File: config.mk
export PLATFORM = sky130hd
export DESIGN_NAME = muldiv_unit
export DESIGN_NICKNAME = d
export VERILOG_FILES = /design/src/rtl/muldiv_unit.sv
export SDC_FILE = /design/constraint.sdc
export NUM_CORES = 1
export LEC_CHECK = 0
export ABC_CLOCK_PERIOD_IN_PS = 21000
export CORE_MARGIN = 2
export CORE_UTILIZATION = 45
export CTS_CLUSTER_DIAMETER = 200
export CTS_CLUSTER_SIZE = 20
export DETAILED_ROUTE_END_ITERATION = 6
export GPL_TIMING_DRIVEN = 0
export PLACE_DENSITY = 0.66
export SYNTH_ARGS = -nofsm -noshare
export SYNTH_HDL_FRONTEND = slang
export SYNTH_SLANG_ARGS = --single-unit
File: constraint.sdc
create_clock -name clock -period 21 [get_ports clock]
set_clock_uncertainty 0.05 [all_clocks]
set_input_delay 4.2 -clock clock [delete_from_list [all_inputs] [get_ports clock]]
set_output_delay 4.2 -clock clock [all_outputs]
set_load 0.01 [all_outputs]
File: src/rtl/muldiv_unit.sv
// Iterative multiply/divide unit: one-bit-per-cycle shift-add multiply or restoring divide into HI/LO.
// Optional feature macro: SIGNED_MULDIV_EN (op[1] selects signed MULT/DIV when defined).
module muldiv_unit #(
  parameter int WIDTH = 32
) (
  input  logic             clock,
  input  logic             reset,
  input  logic             start,
  input  logic [1:0]       op,
  input  logic [WIDTH-1:0] operand_a,
  input  logic [WIDTH-1:0] operand_b,
  input  logic             mthi,
  input  logic             mtlo,
  input  logic [WIDTH-1:0] write_data,
  output logic             busy,
  output logic             done,
  output logic             div_by_zero,
  output logic [WIDTH-1:0] hi,
  output logic [WIDTH-1:0] lo
);
  localparam int CNT_W = $clog2(WIDTH) + 1;
  localparam logic [CNT_W-1:0] LAST = CNT_W'(WIDTH - 1);

  typedef enum logic [1:0] {S_IDLE, S_RUN, S_DONE} state_t;
  state_t state, state_next;

  logic [CNT_W-1:0] count;
  logic             is_div, div_zero;
  logic [WIDTH-1:0] a_raw, addend, acc_hi, acc_lo;
  logic [WIDTH-1:0] a_mag, b_mag;
  logic [WIDTH-1:0] hi_step, lo_step, res_hi, res_lo;
  logic [WIDTH:0]   mul_sum, div_sh;
  logic [WIDTH+1:0] div_diff;
  logic             unused_bits;

`ifdef SIGNED_MULDIV_EN
  logic sign_a, sign_b, neg_main, neg_rem;
  assign sign_a      = op[1] & operand_a[WIDTH-1];
  assign sign_b      = op[1] & operand_b[WIDTH-1];
  assign a_mag       = sign_a ? -operand_a : operand_a;
  assign b_mag       = sign_b ? -operand_b : operand_b;
  assign unused_bits = div_diff[WIDTH];
`else
  assign a_mag       = operand_a;
  assign b_mag       = operand_b;
  assign unused_bits = ^{div_diff[WIDTH], op[1]};
`endif

  always_ff @(posedge clock or posedge reset) begin
    if (reset) state <= S_IDLE;
    else       state <= state_next;
  end

  // NOTE: every signal written here gets a default first, so no path can infer a latch.
  always_comb begin
    state_next = state;
    busy       = 1'b0;
    done       = 1'b0;
    case (state)
      S_IDLE: if (start) state_next = S_RUN;
      S_RUN: begin
        busy = 1'b1;
        if (count == LAST) state_next = S_DONE;
      end
      S_DONE: begin
        done       = 1'b1;
        state_next = S_IDLE;
      end
      default: state_next = S_IDLE;
    endcase
  end

  // One iteration of either algorithm; acc_hi/acc_lo hold {carry-free acc, multiplier} or {rem, quot}.
  always_comb begin
    mul_sum  = {1'b0, acc_hi} + (acc_lo[0] ? {1'b0, addend} : '0);
    div_sh   = {acc_hi, acc_lo[WIDTH-1]};
    div_diff = {1'b0, div_sh} - {2'b00, addend};
    if (is_div) begin
      if (!div_diff[WIDTH+1]) begin
        hi_step = div_diff[WIDTH-1:0];
        lo_step = {acc_lo[WIDTH-2:0], 1'b1};
      end else begin
        hi_step = div_sh[WIDTH-1:0];
        lo_step = {acc_lo[WIDTH-2:0], 1'b0};
      end
    end else begin
      hi_step = mul_sum[WIDTH:1];
      lo_step = {mul_sum[0], acc_lo[WIDTH-1:1]};
    end
  end

  // Final result as committed on the last iteration edge.
  always_comb begin
    res_hi = hi_step;
    res_lo = lo_step;
`ifdef SIGNED_MULDIV_EN
    if (is_div) begin
      if (neg_main) res_lo = -lo_step;
      if (neg_rem)  res_hi = -hi_step;
    end else if (neg_main) begin
      {res_hi, res_lo} = -{hi_step, lo_step};
    end
`endif
    if (is_div && div_zero) begin
      res_hi = a_raw;
      res_lo = '1;
    end
  end

  // NOTE: state uses non-blocking assignments so every register samples pre-edge values.
  always_ff @(posedge clock or posedge reset) begin
    if (reset) begin
      count       <= '0;
      is_div      <= 1'b0;
      div_zero    <= 1'b0;
      a_raw       <= '0;
      addend      <= '0;
      acc_hi      <= '0;
      acc_lo      <= '0;
      div_by_zero <= 1'b0;
      hi          <= '0;
      lo          <= '0;
`ifdef SIGNED_MULDIV_EN
      neg_main    <= 1'b0;
      neg_rem     <= 1'b0;
`endif
    end else begin
      case (state)
        S_IDLE: begin
          if (start) begin
            is_div      <= op[0];
            div_zero    <= (operand_b == '0);
            a_raw       <= operand_a;
            acc_hi      <= '0;
            acc_lo      <= op[0] ? a_mag : b_mag;
            addend      <= op[0] ? b_mag : a_mag;
            count       <= '0;
            div_by_zero <= 1'b0;
`ifdef SIGNED_MULDIV_EN
            neg_main    <= sign_a ^ sign_b;
            neg_rem     <= sign_a;
`endif
          end else begin
            if (mthi) hi <= write_data;
            if (mtlo) lo <= write_data;
          end
        end
        S_RUN: begin
          acc_hi <= hi_step;
          acc_lo <= lo_step;
          count  <= count + 1'b1;
          if (count == LAST) begin
            hi          <= res_hi;
            lo          <= res_lo;
            div_by_zero <= is_div & div_zero;
          end
        end
        default: ;
      endcase
    end
  end
endmodule

==> impl_metrics.py <==
metrics = {
    "floorplan": {
        "coreArea_mm2": 0.0316,
        "die_x_um": 183,
        "num_io_pins": 170,
        "start_util": 0.456,
        "die_area_mm2": 0.0334,
        "num_rows": 65,
        "die_h_um": 183,
    },
    "sta": {
        "slew_viol_final": 0,
        "fmax_ghz": 0.123,
        "setup_viol": 0,
        "tightest_slew_ps": 1010,
        "rsz0062_at_grt": "false",
        "tns_ps": 0,
        "slew_headroom": 0.328,
        "period_share": 0.388,
        "finalHoldViolCount": 0,
        "fin_crit_ps": 8150,
    },
    "synthesis": {
        "async_reset_ff_frac": 1.00,
        "ys_warn_count": 0,
        "synth_compound_area_frac": 0.249,
        "ys_types": 75,
        "avgSynthCellArea_um2": 8.22,
        "syn_area_mm2": 0.0144,
        "synth_fa_ha_area_frac": 0.0593,
        "synth_flop_cell": "dfrtp_1",
        "synthCells": 1750,
        "synth_seq_cells": 203,
        "synth_top_family_by_area": "compound AO/OA/AOI/OAI gates",
        "syn-num-nets": 1920,
        "muxShareOfSynthArea": 0.0819,
        "synth-edff-count": 0,
        "ys_seq_area_frac": 0.353,
        "synth-simple-area-share": 0.182,
        "synth_xor_area_frac": 0.0304,
    },
    "detailed_routing": {
        "wl_um": 60500,
        "vias": 15100,
        "routedWlPerCell_um": 25.9,
        "vias_per_cell": 6.44,
        "first_pass_iters": 6,
        "ant_nets": 0,
        "drc_errors": 0,
        "drt_iter0_drc": 1918,
    },
    "run_status": {
        "status": "finished, final reports clean",
    },
    "global_route": {
        "grt_start_max_net_pins": 120,
        "use_met1": 0.497,
        "grt_use_met3": 0.0485,
        "antenna_found_initial": 1,
        "grt_pass1_vias": 14500,
        "grt_use_total": 0.359,
        "grt.busiest_layer": "met2",
        "grt_pass1_wl_um": 90200,
        "use_met2": 0.557,
        "grt-ovfl-total": 0,
    },
    "cells_and_area": {
        "fill_cells": 3040,
        "synthToLayoutAreaGrowth_pct": 18.1,
        "multi_input_area_mm2": 0.00867,
        "final_common_cell": "nand2_1",
        "fin_area_mm2": 0.0170,
        "layout_common_cells": "nand2_1 (329), dfrtp_1 (203), clkdlybuf4s50_1 (167)",
        "seqCellArea_mm2": 0.00508,
        "final_util": 0.539,
        "fin_nets": 2104,
        "drive_gt1_frac": 0.0295,
    },
    "pwr": {
        "irDropWorstVdd_uv": 72.8,
        "leakagePower_nw": 7.36,
        "p_per_area_mw_per_mm2": 168,
    },
    "clock_tree": {
        "insertion_delay_ps": 510,
        "cts_made_buffers": 14,
        "postCtsResizedCells": 0,
        "cts_tree": "built",
        "post_cts_buffers": 0,
        "cts.path.max_buffers": 3,
        "cts.sinks": 203,
        "clk_pin_slew_ps": 90,
        "root_buffer": "clkbuf_16",
        "h-tree-depth": 1,
        "hold_buffers": 0,
    },
    "placed_design": {
        "gp_congestion": 0.956,
        "dpl_cell_area_mm2": 0.0166,
        "hpwl_um": 47600,
        "portBuffers": 167,
    },
    "setup_path": {
        "r2r-start": "acc_lo[0]",
        "cp-start-kind": "flip-flop",
        "r2r-end": "hi[19]",
        "rr_worst_depth": 13,
        "path_max_fanout": 10,
        "path_class": "reg -> out",
        "cp.required_ps": 16750,
        "cp-end-kind": "output port",
        "rrSetupSlack_ps": 16520,
        "arrival_ps": 3900,
    },
    "min_path": {
        "whs_path_depth": 2,
        "hp-start": "a_raw[1]",
        "hold_class": "reg -> reg",
        "whs_endpoint": "a_raw[1]",
    },
    "run": {
        "max_cap_violations": 0,
    },
}
[layout make-up]
type	count	area share
Multi-Input combinational cell	1390	0.510
Sequential cell	203	0.299
Timing Repair Buffer	168	0.0999
Tap cell	402	0.0296
Buffer	104	0.0260
Clock buffer	15	0.0221
Inverter	53	0.0121
Clock inverter	1	0.00118
Antenna cell	1	0.000147
[how the worst max path moves through the flow]
stage	startpoint	to	slack (ps)	depth (start not counted)
after floorplan	reset	a_raw[0]	11210	1
after global placement	reset	acc_hi[27]	8200	2
after detailed placement	state[1]	busy	13630	6
after CTS	state[1]	busy	13050	6
after global routing	state[1]	busy	12930	6
final	state[1]	busy	12850	6
[power by group]
group | internal [mW] | switching [mW] | leakage [nW]
Sequential | 0.538 | 0.174 | 2.46
Combinational | 0.724 | 1.15 | 4.71
Clock | 0.130 | 0.150 | 0.195
Total | 1.39 | 1.47 | 7.36
[stage by stage]
step	hold slack, ps	cells	total power [mW]	setup slack (ps)
after floorplan	387	1750	1.89	11210
after global placement	406	2319	2.51	8200
after detailed placement	410	2320	2.53	13630
after CTS	434	2336	2.82	13050
after global routing	459	2336	3.04	12930
final	431	2337	2.86	12850
[sequential cells by signal, summed over array words and instances (netlist names)]
name         cells
a_raw           32
acc_hi          32
acc_lo          32
addend          32
hi              32
lo              32
count            6
state            2
div_by_zero      1
div_zero         1
is_div           1
[cells by family (layout without fill, tap and decap cells)]
kind of cell,count (synthesis),in the layout
AND/OR/NAND/NOR,606,606
other,0,1
multiplexers,117,117
AO/OA/AOI/OAI,550,550
buffers and inverters,157,341
flip-flops,203,203
XOR/XNOR,50,50
adder cells (fa/ha/maj),67,67
[critical path, cell delays in order (launching register included)]
cell             delay [ps]
dfrtp_1                 460
nand2b_1                320
inv_1                   200
clkbuf_1                470
clkbuf_1                750
buf_1                   530
clkdlybuf4s50_1         670
[layer usage]
layer,vias to the layer above,wire [um],share of wire
met4,0,3370,0.056
met3,174,5880,0.097
met2,917,26200,0.43
met1,7270,25000,0.41
met5,-,0,0
li1,6699,-,-
[cell usage after synthesis (all sizes together) (9+ instances only)]
cell    count  share of area
a21oi      89          0.031
nand3      29          0.010
clkbuf     72          0.019
or3        10         0.0043
xnor2      33          0.020
dfrtp     203           0.35
a211oi     20          0.011
inv        53          0.014
xor2       17          0.010
nand4      10         0.0043
mux2i     111          0.077
ha         65          0.057
nor3       22         0.0083
o21bai      9         0.0047
nor4       11         0.0048
a31oi      45          0.020
nand2b      9         0.0039
buf        32          0.012
o221ai     33          0.020
o22ai       9         0.0039
o211ai     39          0.021
nor2      122          0.032
and2       35          0.015
nand2     329          0.086
o21ai     187          0.066
a21o       31          0.016
o21a       12         0.0063
and3       12         0.0052
(Power assumes the default switching activity.)
